--- src/rtl/count_pkg.sv ---
// Shared constants and elaboration-time helpers for the count_mod family.
package count_pkg;

   localparam bit DIR_UP    = 1'b1;
   localparam bit DIR_DOWN  = 1'b0;
   localparam bit MODE_WRAP = 1'b0;
   localparam bit MODE_SAT  = 1'b1;

   // Bits needed to hold values 0..value-1.
   function automatic int clog2(input longint unsigned value);
      int bits = 0;
      while ((64'd1 << bits) < value) bits++;
      return bits;
   endfunction

endpackage

--- src/rtl/count_prescale.sv ---
// Enable divider: tick is combinational, high on every PRESCALE-th enabled cycle.
// No backpressure; clear (load) restarts the period on the next edge.
module count_prescale
   import count_pkg::*;
#(
   parameter int PRESCALE = 2
) (
   input  logic clock,
   input  logic reset,
   input  logic enable,
   input  logic clear,
   output logic tick
);

   localparam int            PW   = clog2(PRESCALE);
   localparam logic [PW-1:0] LAST = PW'(PRESCALE - 1);

   logic [PW-1:0] pcnt;

   assign tick = enable && (pcnt == LAST);

   always_ff @(posedge clock) begin
      if (reset || clear) begin
         pcnt <= '0;
      end else if (enable) begin
         pcnt <= (pcnt == LAST) ? '0 : pcnt + PW'(1);
      end
   end

endmodule

--- src/rtl/count_mod.sv ---
// Modulo up/down counter with load, prescaled enable and wrap/saturate ends.
// count updates one edge after tick or load; carry is combinational for cascading.
module count_mod
   import count_pkg::*;
#(
   parameter int                WIDTH    = 16,
   parameter logic [WIDTH-1:0]  INIT     = '0,
   parameter longint unsigned   MODULUS  = 64'd1 << WIDTH,
   parameter int                PRESCALE = 1,
   parameter bit                SATURATE = MODE_WRAP
) (
   input  logic             clock,
   input  logic             reset,
   input  logic             enable,
   input  logic             up,
   input  logic             load,
   input  logic [WIDTH-1:0] load_value,
   output logic [WIDTH-1:0] count,
   output logic             msb,
   output logic             tick,
   output logic             carry
);

   localparam logic [WIDTH-1:0] MAX_VAL = WIDTH'(MODULUS - 1);

   logic             at_term;
   logic [WIDTH-1:0] term_val;
   logic [WIDTH-1:0] wrap_val;
   logic [WIDTH-1:0] clamped;
   logic [WIDTH-1:0] count_next;

   generate
      if (PRESCALE == 1) begin : g_no_pre
         assign tick = enable;
      end else begin : g_pre
         count_prescale #(.PRESCALE(PRESCALE)) u_pre (
            .clock  (clock),
            .reset  (reset),
            .enable (enable),
            .clear  (load),
            .tick   (tick)
         );
      end
   endgenerate

   // Terminal value and wrap target both follow up combinationally.
   assign term_val = (up == DIR_UP)   ? MAX_VAL : '0;
   assign wrap_val = (up == DIR_DOWN) ? MAX_VAL : '0;
   assign at_term  = (count == term_val);
   assign carry    = tick && at_term;
   assign clamped  = (load_value > MAX_VAL) ? MAX_VAL : load_value;
   assign msb      = count[WIDTH-1];

   always_comb begin
      count_next = count;
      if (tick) begin
         if (at_term) begin
            count_next = (SATURATE == MODE_SAT) ? count : wrap_val;
         end else if (up == DIR_UP) begin
            count_next = count + WIDTH'(1);
         end else begin
            count_next = count - WIDTH'(1);
         end
      end
   end

   always_ff @(posedge clock) begin
      if (reset) begin
         count <= INIT;
      end else if (load) begin
         count <= clamped;
      end else begin
         count <= count_next;
      end
   end

endmodule

--- config.mk ---
export PLATFORM = sky130hd
export DESIGN_NAME = count_mod
export DESIGN_NICKNAME = d
export VERILOG_FILES = /design/src/rtl/count_pkg.sv /design/src/rtl/count_prescale.sv /design/src/rtl/count_mod.sv
export SDC_FILE = /design/constraint.sdc
export NUM_CORES = 1
export LEC_CHECK = 0
export BUFFER_PORTS_ARGS = -buffer_cell sky130_fd_sc_hd__buf_2
export CAP_MARGIN = 25
export CORE_UTILIZATION = 50
export CTS_CLUSTER_DIAMETER = 120
export DETAILED_ROUTE_END_ITERATION = 12
export PLACE_DENSITY_LB_ADDON = 0.1
export SLEW_MARGIN = 20
export SYNTH_ARGS = -nofsm -noshare
export SYNTH_HDL_FRONTEND = slang
export SYNTH_SLANG_ARGS = --single-unit
--- constraint.sdc ---
create_clock -name clock -period 3.2 [get_ports clock]
set_input_delay 0.16 -clock clock [delete_from_list [all_inputs] [get_ports clock]]
set_output_delay 0.16 -clock clock [all_outputs]
set_load 0.05 [all_outputs]
# Word level (Yosys, flattened, before mapping)
# Cells that the tools add are included.
# totals
ff_bits	16
inputBits	21
out_inout_bits	19
word_cells	14
# op_classes
add_sub_neg	2
order_cmp	1
n_eq_ne	1
mux	7
n_reduce_logical	2
# ops
cell	count
2-to-1 mux 16 bit	7
adder 16 x 1 -> 16 bit (second input constant)	1
== test 16 bit	1
> comparator 16 bit (second input constant)	1
subtractor 16 x 1 -> 16 bit (second input constant)	1
nonzero test 2 bit	1
logical AND 1 bit	1

# Depth between registers and ports, before layout
# depth
depth_word	5
ltp_mapped	10

# Worst setup path before layout
# Ideal clock, no wire load.
# synth_timing
path_type	register to register
startpoint	register count[0]
endpoint	register count[14]
setup_ns	0.128
arrival_time_ns	2.648
path_slack_ns	0.424
path_stages_with_launch	10
path_cell_list	dfxtp_1 inv_1 fa_1 nand2b_1 a21oi_1 a21boi_1 or4_1 a31oi_1 mux2i_1 o21ai_1
# synth_between
elab_chain_cells	5
word_cells_on_any_way	7
cone_classes	add/sub: 2; eq/ne: 1; mux: 4
# synth_rtl
item	line_no	text
from (decl)	count_mod.sv:18	output logic [WIDTH-1:0] count,
from (signal assigned)	count_mod.sv:71	count <= clamped;
from (signal assigned)	count_mod.sv:73	count <= count_next;
subtractor 16 x 1 -> 16 bit / adder 16 x 1 -> 16 bit (equally long branches)	count_mod.sv:62, count_mod.sv:60	
2-to-1 mux 16 bit	count_mod.sv:59	end else if (up == DIR_UP) begin
2-to-1 mux 16 bit (*)	count_mod.sv:57	if (at_term) begin
2-to-1 mux 16 bit (*)	count_mod.sv:56	if (tick) begin
2-to-1 mux 16 bit (*)	count_mod.sv:70	end else if (load) begin
# Mark *: on every way between the ends. The rest lies on a longest branch, timed or not. The select of a mux whose other input is x is not followed.
# A chain may end at the register's enable or synchronous reset.

# Worst setup path in the final report
# Same ends and word-level chain as after synthesis.

==> flow_summary.json <==
{
  "arrival_ns": 2.99,
  "setup_viol": 0,
  "yosysWarnings": 0,
  "io_pins": 40,
  "ys_seq_area_share_pct": 19.7,
  "cts.sinks": 16,
  "grt_max_degree": 34,
  "synthMuxAreaShare_pct": 1.85,
  "cts_setup_buffers": 0,
  "reg.largest.list": "count: 16 flops",
  "ir_worst_vdd_uv": 201,
  "clk_pin_slew_ns": 0.12,
  "worst_pin_slew_ns": 0.654,
  "path_max_fanout": 7,
  "cts_made_buffers": 3,
  "synth-edff-count": 0,
  "grt_util_all_layers_pct": 26.1,
  "first_pass_iters": 4,
  "cts_hold_buf": 0,
  "drt_wl_total_mm": 4.21,
  "ff2ff_path_depth": 9,
  "synth-xor-area-share_pct": 6.46,
  "syn_nets": 267,
  "finalWeightedCongestion": 0.873,
  "vias_per_cell": 5.66,
  "rsz0062_at_grt": "false",
  "grt_overflow": 0,
  "core_um2": 3080,
  "yosysMostFrequentCell": "nor2_1",
  "max_freq_mhz": 356,
  "worstPathCellList": "inv_1 > fa_1 > nand2b_1 > a21oi_1 > a21boi_1 > or4_1 > a31oi_1 > mux2i_1 > o21ai_1",
  "synth.distinct_cells": 37,
  "cp.required_ns": 3.38,
  "drtIter0Drc": 52,
  "critPathBufInv": 1,
  "drv_cap": 0,
  "io_buffers": 39,
  "timing.slew.headroom_pct": 56.4,
  "die_x_um": 59.0,
  "synthFlopType": "dfxtp_1",
  "n_antenna_cell": 0,
  "grt_pass1_vias": 1560,
  "num_vias": 1739,
  "cp-end-kind": "register",
  "status": "finished, final reports clean",
  "ant_nets": 0,
  "worst-path-stages": 9,
  "largest-register": "count",
  "cts_max_level": 1,
  "wl_per_cell_um": 13.7,
  "critPathTopFamily": "compound AO/OA/AOI/OAI gates",
  "synth_compound_area_share_pct": 31.2,
  "fin_tns_setup_ns": 0,
  "hold_violations": 0,
  "yosys.area_share.simple_pct": 23.1,
  "synth_top_family_by_area": "compound AO/OA/AOI/OAI gates",
  "die_y_um": 59.0,
  "finish.utilization_pct": 61.1,
  "min_period_over_period_pct": 87.8,
  "yosysTopAreaCellShare_pct": 19.7,
  "yosys.area.top_type": "dfxtp_1",
  "cts_tree": "yes",
  "syn_avg_cell_area_um2": 7.04,
  "wl_met3_um": 182,
  "whs_path_depth": 3,
  "synthAdderAreaFrac_pct": 12.0,
  "area_growth_pct": 15.6,
  "post_dp_cell_area_um2": 1840,
  "cts_buffer_depth": 2,
  "ctsResizeCount": 0,
  "nets": 300,
  "antenna_found_initial": 0,
  "grt_pass1_wl_mm": 6.87,
  "min-delay-path-class": "primary input to register",
  "worstSkewPairLatency_ns": 0.31,
  "floorplan.initialDensity_pct": 52.8,
  "die_area_um2": 3490,
  "cp-start-kind": "register",
  "cp_slowest_stage_delay_ns": 0.52,
  "synthCells": 231,
  "highest_layer": "met4",
  "synth.area.top_cells": "dfxtp_1 (20%), ha_1 (11%), nor2_1 (9.0%), a21oi_1 (8.9%), a211oi_1 (5.5%)",
  "ys_top_cells_by_count": "nor2_1 (39), a21oi_1 (29), nand2_1 (23), dfxtp_1 (16), ha_1 (14)",
  "clockRootBuffer": "clkbuf_4",
  "drt-met1-wl_mm": 1.92,
  "wl_met2_mm": 1.98,
  "netlist_area_um2": 1630,
  "drive_gt1_share_pct": 20.5,
  "fin_hold_ws_ns": 0.0832,
  "slew_violations": 0,
  "leakage_nw": 0.926,
  "critical_path_class": "register to register",
  "dpl.hpwl_mm": 3.14,
  "ys_seq_elements": 16,
  "fin_area_um2": 1880,
  "drc": 0,
  "p_per_area_nw_per_um2": 408,
  "async_flop_share_pct": 0,
  "cpMaxStageDelayCell": "or4_1",
  "skew_ns": 0.00522,
  "row_count": 20,
  "finalCriticalPeriod_ns": 2.81,
  "largest_reg_flops": 16
}
==> final timing paths <==
| kind | from | end | slack, ns |
|---|---|---|---|
| setup / recovery | count[0]$_SDFFE_PP0P_ | count[14]$_SDFFE_PP0P_ | 0.39 |
| setup reg to reg | count[0]$_SDFFE_PP0P_ | count[14]$_SDFFE_PP0P_ | 0.39 |
| hold / removal | load_value[5] | count[5]$_SDFFE_PP0P_ | 0.08 |
| hold reg to reg | count[5]$_SDFFE_PP0P_ | count[5]$_SDFFE_PP0P_ | 0.62 |
==> tightest hold or removal path: cells and delay by family <==
kind | cells | cell delay, ns
AO/OA/AOI/OAI | 1 | 0.05
buffers and inverters | 1 | 0.09
AND/OR/NAND/NOR | 1 | 0.05
==> per-stage QoR <==
stage | instances | worst slack (ns) | power [W]
after floorplan | 231 | 0.424 | 0.000535
after global placement | 302 | 0.411 | 0.000613
after detailed placement | 302 | 0.364 | 0.000615
after CTS | 306 | 0.366 | 0.000763
after global routing | 307 | 0.260 | 0.000813
final | 307 | 0.392 | 0.000767
==> metal layers <==
metal,vias to the layer above,GRT usage [%]
met3,13,3.06
met5,-,0
li1,885,-
met4,0,12.9
met2,56,46.6
met1,785,30.8
==> area by class of cell <==
type	count	area [µm²]
Tap cell	44	55.1
Sequential cell	16	320
Fill cell	310	1200
Clock buffer	4	36.3
Inverter	7	26.3
Timing Repair Buffer	44	230
Multi-Input combinational cell	192	1210
==> where the power goes <==
group | internal [W] | switching, W
clock | 0.0000695 | 0.0000821
sequential | 0.000217 | 0.0000177
combinational | 0.000137 | 0.000244
==> cell families (layout without fill, tap and decap cells) <==
family,Yosys count,in the layout
simple gates,85,85
compound gates,77,77
buf+inv,23,55
flops,16,16
fa+ha+maj,15,15
xor+xnor,12,12
mux,3,3
==> cell usage in the layout (no fill, tap or decap), drive strengths merged, types with 5 or more instances in the layout <==
cell type	netlist	routed
xnor2	5	5
buf	3	43
xor2	7	7
dfxtp	16	16
a211oi	12	12
nand2b	6	6
ha	14	14
a31oi	5	5
nand3	6	6
nor2	39	39
clkbuf	13	5
o21ai	11	11
a21oi	29	29
a21o	6	6
nand2	24	24
inv	7	7
Power figures use the tool's default switching activity.
